<file path="src/rtl/pipeline_hazard_controller_pkg.sv">
// ============================================================================
// hazard_ctrl_pkg : shared types and encodings for the pipeline hazard
// controller and its statistics counters.
// Revision: 1.0
// ============================================================================
`default_nettype none

package hazard_ctrl_pkg;

  typedef enum logic [0:0] {
    ST_RUN   = 1'b0,
    ST_STALL = 1'b1
  } state_e;

  localparam logic [1:0] PC_SEQ    = 2'b00;
  localparam logic [1:0] PC_JUMP   = 2'b01;
  localparam logic [1:0] PC_BRANCH = 2'b10;

  localparam int STALL_CNT_W = 2;

endpackage

`default_nettype wire

</file>
<file path="src/rtl/pipeline_hazard_controller_stat_counter.sv">
// ============================================================================
// hazard_stat_counter : 16-bit event counter that sticks at all-ones.
// Revision: 1.0
// ============================================================================
`default_nettype none

module hazard_stat_counter (
  input  logic        clk,
  input  logic        rst,
  input  logic        inc_i,
  output logic [15:0] count_o
);

  logic [15:0] count_q;
  logic [15:0] count_d;

  always_comb begin
    count_d = count_q;
    if (inc_i && (count_q != 16'hFFFF)) begin
      count_d = count_q + 16'd1;
    end
  end

  always_ff @(posedge clk) begin
    if (rst) begin
      count_q <= 16'd0;
    end else begin
      count_q <= count_d;
    end
  end

  assign count_o = count_q;

endmodule

`default_nettype wire

</file>
<file path="src/rtl/pipeline_hazard_controller.sv">
// ============================================================================
// pipeline_hazard_controller : prioritised stall/flush sequencer for the
// five-stage pipeline. Optional macro HAZARD_STATS_EN adds event counters.
// Revision: 1.0
// ============================================================================
`default_nettype none

module pipeline_hazard_controller
  import hazard_ctrl_pkg::*;
#(
  parameter int REG_ADDR_W        = 3,
  parameter int LOAD_STALL_CYCLES = 1
) (
  input  logic                  clk,
  input  logic                  rst,
  input  logic                  mem_busy,
  input  logic                  branch_taken,
  input  logic                  uncond_jump,
  input  logic                  ex_mem_read,
  input  logic [REG_ADDR_W-1:0] ex_rd,
  input  logic [REG_ADDR_W-1:0] id_rs1,
  input  logic [REG_ADDR_W-1:0] id_rs2,
  input  logic                  id_rs1_used,
  input  logic                  id_rs2_used,
  output logic                  pc_write_en,
  output logic                  if_id_write_en,
  output logic                  id_ex_write_en,
  output logic                  ex_mem_write_en,
  output logic                  if_id_flush,
  output logic                  id_ex_flush,
  output logic [1:0]            pc_sel,
`ifdef HAZARD_STATS_EN
  output logic [15:0]           stall_count,
  output logic [15:0]           flush_count,
`endif
  output logic                  stall_active
);

  // The load cycle itself is the first bubble, so STALL covers the remainder.
  localparam logic [STALL_CNT_W-1:0] C_STALL_INIT =
    STALL_CNT_W'((LOAD_STALL_CYCLES > 1) ? (LOAD_STALL_CYCLES - 2) : 0);

  state_e                 state_q, state_d;
  logic [STALL_CNT_W-1:0] stall_cnt_q, stall_cnt_d;
  logic                   w_lu;
  logic                   w_stall_evt;

  assign w_lu = ex_mem_read &&
                ((id_rs1_used && (id_rs1 == ex_rd)) ||
                 (id_rs2_used && (id_rs2 == ex_rd)));

  always_ff @(posedge clk) begin
    if (rst) begin
      state_q     <= ST_RUN;
      stall_cnt_q <= '0;
    end else begin
      state_q     <= state_d;
      stall_cnt_q <= stall_cnt_d;
    end
  end

  always_comb begin
    state_d         = state_q;
    stall_cnt_d     = stall_cnt_q;
    pc_write_en     = 1'b1;
    if_id_write_en  = 1'b1;
    id_ex_write_en  = 1'b1;
    ex_mem_write_en = 1'b1;
    if_id_flush     = 1'b0;
    id_ex_flush     = 1'b0;
    pc_sel          = PC_SEQ;
    w_stall_evt     = 1'b0;

    if (rst) begin
      pc_write_en     = 1'b0;
      if_id_write_en  = 1'b0;
      id_ex_write_en  = 1'b0;
      ex_mem_write_en = 1'b0;
      state_d         = ST_RUN;
      stall_cnt_d     = '0;
    end else if (mem_busy) begin
      pc_write_en     = 1'b0;
      if_id_write_en  = 1'b0;
      id_ex_write_en  = 1'b0;
      ex_mem_write_en = 1'b0;
    end else if (branch_taken) begin
      pc_sel      = PC_BRANCH;
      if_id_flush = 1'b1;
      id_ex_flush = 1'b1;
      state_d     = ST_RUN;
      stall_cnt_d = '0;
    end else if ((state_q == ST_STALL) || w_lu) begin
      // A jump sitting behind a bubble stays in ID and redirects afterwards.
      pc_write_en    = 1'b0;
      if_id_write_en = 1'b0;
      id_ex_flush    = 1'b1;
      w_stall_evt    = 1'b1;
      if (state_q == ST_STALL) begin
        if (stall_cnt_q == '0) begin
          state_d = ST_RUN;
        end else begin
          stall_cnt_d = stall_cnt_q - 1'b1;
        end
      end else if (LOAD_STALL_CYCLES > 1) begin
        state_d     = ST_STALL;
        stall_cnt_d = C_STALL_INIT;
      end
    end else if (uncond_jump) begin
      pc_sel      = PC_JUMP;
      if_id_flush = 1'b1;
    end
  end

  assign stall_active = !rst && (state_q == ST_STALL);

`ifdef HAZARD_STATS_EN
  hazard_stat_counter u_stall_cnt (
    .clk     (clk),
    .rst     (rst),
    .inc_i   (w_stall_evt),
    .count_o (stall_count)
  );

  hazard_stat_counter u_flush_cnt (
    .clk     (clk),
    .rst     (rst),
    .inc_i   (if_id_flush),
    .count_o (flush_count)
  );
`else
  logic w_unused;
  assign w_unused = w_stall_evt;
`endif

endmodule

`default_nettype wire
</file>
<file path="config.mk">
export PLATFORM = sky130hd
export DESIGN_NAME = pipeline_hazard_controller
export DESIGN_NICKNAME = d
export VERILOG_FILES = /design/src/rtl/pipeline_hazard_controller_pkg.sv /design/src/rtl/pipeline_hazard_controller_stat_counter.sv /design/src/rtl/pipeline_hazard_controller.sv
export SDC_FILE = /design/constraint.sdc
export NUM_CORES = 1
export LEC_CHECK = 0
export BUFFER_PORTS_ARGS = -buffer_cell sky130_fd_sc_hd__buf_4
export CELL_PAD_IN_SITES_DETAIL_PLACEMENT = 0
export CELL_PAD_IN_SITES_GLOBAL_PLACEMENT = 2
export CORE_MARGIN = 2
export CORE_UTILIZATION = 16
export DETAILED_ROUTE_END_ITERATION = 10
export PLACE_DENSITY = 0.85
export SYNTH_ARGS = -nofsm -noshare
export SYNTH_HDL_FRONTEND = slang
export SYNTH_HIERARCHICAL = 1
export SYNTH_SLANG_ARGS = --single-unit
export TNS_END_PERCENT = 100
</file>
<file path="constraint.sdc">
create_clock -name clk -period 1.6 [get_ports clk]
set_input_delay 0.32 -clock clk [delete_from_list [all_inputs] [get_ports clk]]
set_output_delay 0.32 -clock clk [all_outputs]
set_load 0.03 [all_outputs]
</file>
**Yosys cells after proc, flatten, opt, wreduce, memory -nomap -nowiden**

Cells that the tools add are included.

- $lt $le $gt $ge: 0
- Add/subtract/negate cells: 1
- Multipliers: 0
- Bitwise operators: 1
- Mux-type cells: 28
- Shifts and indexed selects: 0
- Divide/modulo/power cells: 0
- Reduce and logical (&&, ||, !) cells: 12
- Equality and inequality tests: 3

Operators by type and width:

| kind | count |
|---|---|
| 1-bit two-way mux | 21 |
| 2-bit two-way mux | 7 |
| 3-bit equality test | 2 |
| 1-bit logical AND | 4 |
| 4-bit AND reduction | 1 |
| 2-bit nonzero test | 2 |
| 2-bit logical NOT | 1 |
| 1-bit logical OR | 2 |
| 2-bit != test, second input constant | 1 |
| 2-bit AND reduction | 1 |
| 2-bit by 1-bit subtractor with 2-bit output, second input constant | 1 |
| 1-bit logical NOT | 1 |
| 1-bit NOT | 1 |

- Logic and storage cells: 47
- Memories: 0
- Bits in read-only memories: 0
- Register bits after elaboration: 3
- RAM bits: 0
- Latch bits: 0

**Depth between registers and ports, before layout**

Gate-level depths: netlist of the first run.

- Depth in word-level cells: 9
- Gate-level depth with buffers: 6
- Gate-level depth less buffers: 6

**Worst setup path after synthesis of the first run**

No wires, ideal clock.

- Path kind: input to output
- Start point: in mem_busy
- End point: out pc_sel[0]
- Path buffers: 0
- Arrival time: 1.713 ns
- Path slack: -0.433 ns
- Stages: 3
- Required time: 1.280 ns
- Path through: nor2_1 nand2_1 nor3_1

- Word-level cells in the longest chain between the ends: 2

Ends and longest elaborated chain:

| what | RTL line | source |
|---|---|---|
| from (decl) | pipeline_hazard_controller.sv:16 | `input logic mem_busy,` |
| 2-bit two-way mux | pipeline_hazard_controller.sv:81 | `end else if (mem_busy) begin` |
| 2-bit two-way mux | pipeline_hazard_controller.sv:74 | `if (rst) begin` |
| to (decl) | pipeline_hazard_controller.sv:31 | `output logic [1:0] pc_sel,` |

Every way passes these cells.

**Worst setup path after layout of the first run**

- Start point: in id_rs1[1]
- End point: out id_ex_flush

- Word-level cells in the longest chain between the ends: 9

Ends and longest elaborated chain:

| what | RTL line | source |
|---|---|---|
| from (decl) | pipeline_hazard_controller.sv:21 | `input logic [REG_ADDR_W-1:0] id_rs1,` |
| 3-bit equality test | pipeline_hazard_controller.sv:49 | `((id_rs1_used && (id_rs1 == ex_rd)) \|\|` |
| 1-bit logical AND | pipeline_hazard_controller.sv:49 |  |
| 1-bit logical OR | pipeline_hazard_controller.sv:49 |  |
| 1-bit logical AND | pipeline_hazard_controller.sv:48 | `assign w_lu = ex_mem_read &&` |
| 1-bit logical OR | pipeline_hazard_controller.sv:92 | `end else if ((state_q == ST_STALL) \|\| w_lu) begin` |
| 1-bit two-way mux | pipeline_hazard_controller.sv:92 |  |
| 1-bit two-way mux | pipeline_hazard_controller.sv:86 | `end else if (branch_taken) begin` |
| 1-bit two-way mux | pipeline_hazard_controller.sv:81 |  |
| 1-bit two-way mux | pipeline_hazard_controller.sv:74 |  |
| to (decl) | pipeline_hazard_controller.sv:30 | `output logic id_ex_flush,` |

Every way passes these cells.

==> results of run 1 <==
cell usage after synthesis, types with 2 or more instances:
cell	instances
nor2_1	6
xor2_1	6
dfxtp_1	3
inv_1	3
nand2_1	3
a21oi_1	2
buf_4	2
nor3_1	2
nor4_1	2
o21a_1	2
worst paths after layout:
kind | endpoint | slack (ns) | cells after the start
setup / recovery | id_ex_flush | -0.09 | 6
hold reg to reg | stall_cnt_q[1] | 0.49 | 2
hold / removal | stall_cnt_q[0] | 0.31 | 2
setup reg to reg | stall_cnt_q[0] | 0.22 | 6
area by class of cell:
class	count	area [sq um]
inverters	3	11.26
well taps	25	31.28
clock buffers	4	26.28
repair buffers	26	232.7
fillers	196	1135
flip-flops and latches	3	60.06
multi-input cells	31	230.2
cell families after synthesis:
| group | count (synthesis) |
|---|---|
| buffers and inverters | 5 |
| flip-flops | 3 |
| adder cells (fa/ha/maj) | 1 |
| AND/OR/NAND/NOR | 17 |
| XOR/XNOR | 6 |
| AO/OA/AOI/OAI | 7 |
metrics by stage:
| stage | instance area, sq um | hold WS [ns] | TNS [ns] | instances | utilization |
|---|---|---|---|---|---|
| after floorplan | 320.3 | 0.3924 | -0.1210 | 39 | - |
| after CTS | 591.8 | 0.2991 | -0.4568 | 92 | 0.3428 |
| after global placement | 528.0 | 0.4772 | -0.5235 | 88 | 0.3058 |
| after global routing | 591.8 | 0.3095 | -0.5855 | 92 | 0.3428 |
| after detailed placement | 528.0 | 0.4939 | -0.5042 | 88 | 0.3058 |
| final | 591.8 | 0.3078 | -0.3557 | 92 | 0.3428 |
sequential cells by signal, summed over array words and instances (netlist names):
register,count
stall_cnt_q,2
state_q,1
timing repair:
item                                    CTS  global route
resized for setup                        10             0
pin swaps                                 6             2
hold buffers                              0             0
endpoints found under the setup margin    5             5
setup buffers                             0             0
routing by layer:
metal  part of all wire  GRT usage  vias up
met5                  0          0        -
met4                  0    0.06667        0
met3              0.048    0.01154        0
met2               0.51     0.1562       10
met1               0.44     0.1273      146
li1                   -          -      188
power breakdown:
part,internal [uW],leakage [uW],total (uW),switching [uW]
Clock,93.3,0.0000150,130,36.7
Sequential,75.2,0.0000241,75.2,0
Combinational,63.5,0.000237,119,55.5
==> summary.txt, run 1 <==
STA
  • Tightest Pin Transition: 0.2366 ns
  • Final-report hold violation count: 0
  • Clk_skew: approximately 0.0011 ns
  • Fin. max-slew vios: 0
  • Final setup margin: -0.09157 ns
  • Worst slew margin relative to its limit: 0.8408
  • Period utilization: 1.057
  • RSZ-0062 raised after global routing: yes
  • Tmin final: 1.692 ns
  • Setup violators final: 5
  • F_max: a little under 600 MHz

Global routing
  • Largest net degree at the start of global routing: 6
  • Vias in the first global route: 371
  • Total grt overflow: 0
  • GRT Util Overall: 0.09945
  • Initial antenna violation count: 0
  • First-pass GRT wire length: 1531 microns

Setup path
  • Worst EP arrival: approximately 1.4 ns
  • Crit start category: primary input
  • CP max FO: 4
  • Max stage delay on crit path: around 0.4 ns
  • Worst Setup End Kind: primary output
  • Crit-path cells: buf_6, xor2_1, nor4_1, or3_4, o21a_1, buf_6
  • Critical Path RT: 1.28 ns
  • Top delay family on crit path: simple AND/OR/NAND/NOR gates
  • CP max stage cell: or3_4
  • CP Buf/Inv Count: 2
  • Worst Setup SP: id_rs1[1]
  • Crit Path Category: primary input to primary output
  • Worst r2r src: stall_cnt_q[0]
  • Cell mode on critical path: buf_6

Placement
  • IO Port Bufs: 25
  • Gpl congestion: about 0.69
  • DP Worst Slack: -0.1326 ns
  • Detailed Place HPWL: 692.7 microns

Hold path
  • Worst hold path type: primary input to register
  • Hold Path Origin: rst

Power and ir drop
  • VDD IR max: 0.2978 mV
  • Leakage: 0.0002761 uW
  • Total Power: 324.2 uW
  • Pwr Density: 547.9 nW/um^2

Synth
  • Leading area contributor after synthesis: dfxtp_1
  • Yosys warnings: 6
  • Synth area leaders: dfxtp_1 (21%), xor2_1 (18%), nor2_1 (7.7%)
  • Largest family of logic cells by synthesized area: simple AND/OR/NAND/NOR gates
  • Dominant synthesized flop cell: dfxtp_1
  • Synth Area in Compound Gates: 0.1752
  • Synth top area share: 0.2051
  • Post-synth ARST share: 0
  • Cell Area, Synth: between 200 and 300 sq um
  • Syn Inst Count: 39
  • Synth Area in Adders: 0.04274
  • Seq cells post-synth: 3
  • Syn_nets: 57
  • Mux cell area share after synthesis: 0
  • Distinct cells, synth: 18
  • Sequential share of the synthesized area: 0.2051
  • Synth Area in XOR/XNOR: 0.1795
  • EDFF count, synth: 0
  • Avg Cell Area, Syn: 7.507 sq um
  • Simple-gate share of the synthesized area: 0.3077

Drt
  • Routed Antenna Nets: 0
  • Total wire length: about 840 microns
  • WL per Instance: 9.152 microns
  • Via/cell ratio: 3.739
  • DR iter-0 viols: 1
  • Via Count: 344
  • DRC violations left: 0
  • First-pass DRT Iterations: 2

Job
  • Max-cap violations: 0

Clock network
  • Inserted Clock Buffers: 3
  • CTS Buffer Depth: 2
  • Clk sink count: 3
  • CTS tree: done
  • CTS Root Cell: clkbuf_4
  • Htree depth: 1
  • Clock-pin slew on the worst setup and hold paths: 0.03 ns
  • Clock latency on the worst-skew pair: between 0.2 and 0.25 ns

Floorplanning
  • Die Y: 46.78 microns
  • IO Count: 26
  • Die area: about 2200 sq um
  • Starting density of the core: 0.1696
  • Die X: 46.78 microns
  • CORE AREA: 1727 sq um
  • Rows: 15

Cells and area
  • Nets: 86
  • Layout cell share with drive strength beyond 1: 0.5224
  • Layout area overhead: 102.1%
  • Inserted Diodes: 0
  • Commonest non-fill, non-tap cell in the layout: buf_4
  • Most frequent cells in the layout: buf_4 (16), buf_6 (10), xor2_1 (6)

Run status
  • Failing checks: setup timing
  • Run status: finished, violations left
Power figures use the tool's default switching activity.
==> run 2: changes to the inputs <==
Clock period 1.6 ns to 1.9 ns, I/O delays scaled along.
==> run 2 against run 1 <==
  * Largest cell class is now multi-input gates
  * Highest routed layer unchanged
  * Sequential cell count is the same
  * Hold slack gained 0.060 ns
  * Non-clock buffer count shrank 1
  * Routed wire length shrank 4.5%
  * Clock power shrank 15%
  * Clock skew grew 0.0011 ns
  * The run now ends clean
  * Global-route usage shrank 1.7 points
  * Sequential power shrank 16%
==> summary.txt, run 2 (same netlist as run 1, synthesis figures left out) <==
Clock network
  • Hold buffer count at cts: 0
  • CTS tree: done
  • Htree depth: 1
  • Inserted Clock Buffers: 3
  • CTS Buffer Depth: 2
  • CTS Root Cell: clkbuf_4
  • Clock-pin slew on the worst setup and hold paths: 0.04 ns
  • Clock latency on the worst-skew pair: 0.23 ns
  • Clk sink count: 3

Drt
  • Via Count: 350
  • Total wire length: 804 microns
  • Routed Antenna Nets: 0
  • DRC violations left: 0
  • DR iter-0 viols: 3
  • First-pass DRT Iterations: 4
  • Via/cell ratio: between 3 and 4
  • WL per Instance: 8.835 microns

Setup path
  • Worst Setup End Kind: primary output
  • Top delay family on crit path: simple AND/OR/NAND/NOR gates
  • CP max stage cell: or3_4
  • Worst EP arrival: 1.46 ns
  • Critical Path RT: around 1.5 ns
  • Crit-path cells: buf_4, xor2_1, nor4_1, or3_4, a21boi_4, buf_4
  • CP Buf/Inv Count: 2
  • Cell mode on critical path: buf_4
  • CP max FO: 4
  • Crit start category: primary input
  • Max stage delay on crit path: 0.40 ns
  • Crit Path Category: primary input to primary output

STA
  • Final-report hold violation count: 0
  • Setup violators final: 0
  • Clk_skew: 0.002199 ns
  • Period utilization: 0.9707
  • F_max: 542.2 MHz
  • Fin. max-slew vios: 0
  • Worst slew margin relative to its limit: 0.8497
  • Final setup margin: 0.05569 ns
  • Tightest Pin Transition: 0.2233 ns
  • Tmin final: 1.844 ns
  • RSZ-0062 raised after global routing: yes

Cells and area
  • Max FFs per register: 2
  • Layout area overhead: 85.47%
  • Fin cells: 91
  • Commonest non-fill, non-tap cell in the layout: buf_4
  • Largest regs: stall_cnt_q x2, state_q x1
  • Inserted Diodes: 0
  • Nets: 85
  • Most frequent cells in the layout: buf_4 (25), xor2_1 (6), nor2_1 (5)
  • Fillers: 196
  • Largest reg by FF count: stall_cnt_q
  • Layout cell share with drive strength beyond 1: 0.5000

Run status
  • Run status: complete, no violations

Placement
  • Gpl congestion: 0.6863
  • Detailed Place HPWL: ~720 microns
  • IO Port Bufs: 25
  • DP Worst Slack: between 0.04 and 0.05 ns
  • Placed cells: 87

Global routing
  • Vias in the first global route: 284
  • First-pass GRT wire length: 1221 microns
  • Initial antenna violation count: 0
  • Met1 Track Usage GR: 0.1016
  • GR peak layer: met2
  • Largest net degree at the start of global routing: 6
  • Total grt overflow: 0
  • GRT Util Overall: 0.08294
  • Met2 Use GR: 0.1205
  • Met3 Resource Use GR: 0.01538

Floorplanning
  • CORE AREA: 1727 sq um
  • Die area: 2188 sq um
  • Die X: about 47 microns
  • IO Count: 26
  • Die Y: 46.78 microns
  • Rows: 15
  • Starting density of the core: 0.1696

Power and ir drop
  • VDD IR max: 0.1934 mV
  • Pwr Density: 482.7 nW/um^2
  • Leakage: between 0.0002 and 0.0003 uW

Job
  • Max-cap violations: 0

Hold path
  • Worst hold path type: primary input to register
==> run 2: cell types whose count changed in the layout (fill, tap and decap cells not counted) <==
cell	delta
buf_4	+9
buf_6	-10
o21bai_2	-1
o21bai_1	+1
==> run 2: path summary, 6_finish.rpt <==
path                  start        endpoint  slack, ns  depth (start not counted)
max reg2reg  stall_cnt_q[0]  stall_cnt_q[1]       0.49                          6
min reg2reg  stall_cnt_q[1]  stall_cnt_q[1]       0.51                          2
max                ex_rd[2]     pc_write_en       0.06                          6
min                     rst  stall_cnt_q[0]       0.37                          2
==> run 2: where the power goes <==
group	internal, uW	switching, uW
registers	63.3	0
logic	44.5	44.4
clock network	78.6	31.2
==> run 2: per-stage QoR <==
stage / util / power (uW) / setup TNS, ns / area [sq um] / hold WS (ns)
2_1_floorplan: - / 108.9 / 0 / 312.8 / 0.4524
6_report: 0.3145 / 262.1 / 0 / 543.0 / 0.3680
3_3_place_gp: 0.2993 / 153.7 / 0 / 516.7 / 0.4770
4_1_cts: 0.3145 / 271.0 / 0 / 543.0 / 0.3572
5_1_grt: 0.3145 / 276.6 / -0.01787 / 543.0 / 0.3677
3_5_place_dp: 0.2993 / 154.0 / 0 / 516.7 / 0.5158
==> run 2: final cells by class <==
type | instances | area (sq um) | area share
multi-input combinational | 31 | 226.5 | 0.4171
sequential | 3 | 60.06 | 0.1106
timing repair buffer | 25 | 187.7 | 0.3456
clock buffer | 4 | 26.28 | 0.04839
tap | 25 | 31.28 | 0.05760
inverter | 3 | 11.26 | 0.02074
==> run 2: layer usage <==
metal / share of wire / vias up / wire length, microns
met5: 0 / - / 0
met4: 0 / 0 / 0
met3: 0.047 / 0 / 38
met2: 0.51 / 10 / 407
met1: 0.45 / 153 / 358
li1: - / 187 / -
==> run 2: repair_timing <==
item | 4_1_cts | 5_1_grt
buffers inserted | 0 | 0
endpoints found under the setup margin | 0 | 2
gates resized for setup | 0 | 0
==> run 3: changes to the inputs <==
--- a/config.mk
+++ b/config.mk
@@ -7,2 +7,3 @@
 export LEC_CHECK = 0
+export ABC_CLOCK_PERIOD_IN_PS = 1900
 export BUFFER_PORTS_ARGS = -buffer_cell sky130_fd_sc_hd__buf_4
==> constraint.sdc (replaced) <==
create_clock -name clk -period 1.9 [get_ports clk]
set_input_delay 0.095 -clock clk [delete_from_list [all_inputs] [get_ports clk]]
set_output_delay 0.095 -clock clk [all_outputs]
set_load 0.03 [all_outputs]
==> run 3 against run 2 <==
  * Non-clock buffer count unchanged
  * Clock skew increased by 0.0028 ns
  * Largest cell class unchanged
  * Routed wire length down 6.2%
  * Power decreased by 0.33%
  * Global-route usage grew 0.80 points
  * Hold slack got worse by 0.31 ns
  * Combinational power decreased by 4.7%
  * Register-to-register slack hardly changed
  * Worst setup slack improved by 0.43 ns
  * Die area did not move
  * Highest routed layer unchanged
  * Critical path depth shrank 3
  * Final area fell by 3.7%
==> summary.txt, run 3 (same netlist as run 1, synthesis figures left out) <==
Setup path
  • CP Buf/Inv Count: 1
  • Crit start category: register
  • CP max FO: 4
  • Max stage delay on crit path: 0.42 ns
  • CP max stage cell: or3_4
  • Crit Path Category: register to primary output
  • Worst EP arrival: 1.32 ns
  • R2R cell count: 6
  • R2r endpoint: stall_cnt_q[0]
  • R2R setup slack: 0.50 ns
  • Worst r2r src: stall_cnt_q[0]
  • Crit-path cells: or3_4, a21boi_2, buf_4
  • Critical Path RT: 1.80 ns
  • Top delay family on crit path: simple AND/OR/NAND/NOR gates
  • Worst Setup End Kind: primary output

Power and ir drop
  • Net Switching: 76.37 uW
  • Comb power frac: 0.324
  • Pwr Density: approximately 500 nW/um^2
  • Internal power: between 150 and 200 uW
  • Sw Ratio: 0.2923
  • Part of the power in registers: 0.242
  • Leakage: 0.0002512 uW
  • Clock Power Share: 0.433
  • VDD IR max: 0.2127 mV

Drt
  • Via Count: 349
  • Routed Antenna Nets: 0
  • DR iter-0 viols: 4
  • Total wire length: between 700 and 800 microns
  • DRC violations left: 0
  • WL per Instance: 8.286 microns
  • Via/cell ratio: 3.835
  • First-pass DRT Iterations: 3

STA
  • Setup TNS Final: 0 ns
  • Tightest Pin Transition: 0.3054 ns
  • RSZ-0062 raised after global routing: no
  • Clk_skew: 0.004997 ns
  • Setup violators final: 0
  • F_max: 706.6 MHz
  • Period utilization: 0.7449
  • Tmin final: around 1.4 ns
  • Fin. max-slew vios: 0
  • Final-report hold violation count: 0
  • Worst slew margin relative to its limit: 0.7957

Clock network
  • CTS Buffer Depth: 2
  • Setup Fix Bufs, Post-CTS: 0
  • Htree depth: 1
  • CTS Root Cell: clkbuf_4
  • Clock latency on the worst-skew pair: around 0.23 ns
  • Post-CTS resize count: 0
  • Hold buffer count at cts: 0
  • Inserted Clock Buffers: 3
  • Clk sink count: 3
  • CTS tree: done
  • Clock-pin slew on the worst setup and hold paths: 0.04 ns

Global routing
  • Largest net degree at the start of global routing: 6
  • Vias in the first global route: 369
  • First-pass GRT wire length: 1393 microns
  • Total grt overflow: 0
  • Initial antenna violation count: 0
  • GRT Util Overall: 0.09091

Cells and area
  • Largest regs: stall_cnt_q x2, state_q x1
  • Most frequent cells in the layout: buf_4 (25), nor2_1 (6), xor2_1 (6)
  • Area occupied by multi-input gates: about 210 sq um
  • Layout area overhead: 78.63%
  • Nets: between 80 and 90
  • Register Area: 60.06 sq um
  • Fin cells: 91
  • Largest reg by FF count: stall_cnt_q
  • Inserted Diodes: 0
  • Layout cell share with drive strength beyond 1: 0.4545
  • Fillers: 208
  • Commonest non-fill, non-tap cell in the layout: buf_4
  • Max FFs per register: 2
  • Finished Core Util: 0.3029

Placement
  • Gpl congestion: 0.6784
  • IO Port Bufs: 25
  • Placed cells: 87
  • Detailed Place HPWL: 644.9 microns

Hold path
  • Hold Path Origin: rst
  • Hold path endpoint: stall_cnt_q[1]
  • Hold depth: 2
  • Worst hold path type: primary input to register

Floorplanning
  • CORE AREA: 1727 sq um
  • Die area: 2188 sq um
  • Die X: 46.78 microns
  • Rows: 15
  • Starting density of the core: 0.1696
  • IO Count: 26
  • Die Y: about 47 microns

Job
  • Max-cap violations: 0

Run status
  • Run status: complete, no violations
[run 3: changes by cell type in the layout (fill, tap and decap cells not counted)]
cell      previous run  this run
nor3_2               2         0
nor3_1               0         2
nor2_1               5         6
nor2_2               1         0
a21boi_4             1         0
a21boi_2             0         1
[run 3: layout make-up]
cell class / instances / area share
multi-input cells: 31 / 0.3947
inverters: 3 / 0.02153
clock buffers: 4 / 0.05024
flip-flops and latches: 3 / 0.1148
well taps: 25 / 0.05981
repair buffers: 25 / 0.3589
[run 3: how the worst max path moves through the flow]
stage | startpoint | endpoint | slack (ns) | cells past startpoint
final | state_q | pc_write_en | 0.48 | 3
after global routing | stall_cnt_q[0] | stall_cnt_q[0] | 0.38 | 6
after CTS | state_q | pc_write_en | 0.47 | 3
after detailed placement | stall_cnt_q[0] | stall_cnt_q[0] | 0.49 | 6
after global placement | stall_cnt_q[0] | stall_cnt_q[1] | 0.55 | 6
after floorplan | mem_busy | pc_sel[0] | 0.32 | 3
[run 3: metrics by stage]
| stage | hold WS, ns | instance area [sq um] | setup WS, ns | total power [uW] |
|---|---|---|---|---|
| after floorplan | 0.1674 | 292.8 | 0.3172 | 105.8 |
| after global placement | 0.3050 | 496.7 | 0.5462 | 150.8 |
| final | 0.06201 | 523.0 | 0.4848 | 261.2 |
| after CTS | 0.05504 | 523.0 | 0.4730 | 267.8 |
| after detailed placement | 0.3063 | 496.7 | 0.4930 | 149.7 |
| after global routing | 0.05986 | 523.0 | 0.3755 | 279.0 |
[run 3: layer usage]
metal	vias to the layer above	wire [microns]	GRT usage
li1	183	-	-
met1	159	360	0.1067
met2	7	367	0.1425
met3	0	26	0.02308
met4	0	0	0.06667
met5	-	0	0
[run 3: power by group through the flow]
stage | sequential (uW) | combinational [uW] | clock [uW]
2_1_floorplan | 64.3 | 41.5 | 0
3_3_place_gp | 64.3 | 86.5 | 0
3_5_place_dp | 64.3 | 85.4 | 0
4_1_cts | 63.3 | 85.7 | 119
5_1_grt | 63.2 | 90.9 | 125
6_report | 63.3 | 84.7 | 113
[run 3: worst reg2reg max path: cells and delay by family (launching register included)]
kind,cells,cell delay (ns)
adders and majority gates,1,0.21
DFF,1,0.35
AOI/OAI and AO/OA,1,0.05
buffers and inverters,1,0.06
and+or+nand+nor,3,0.69
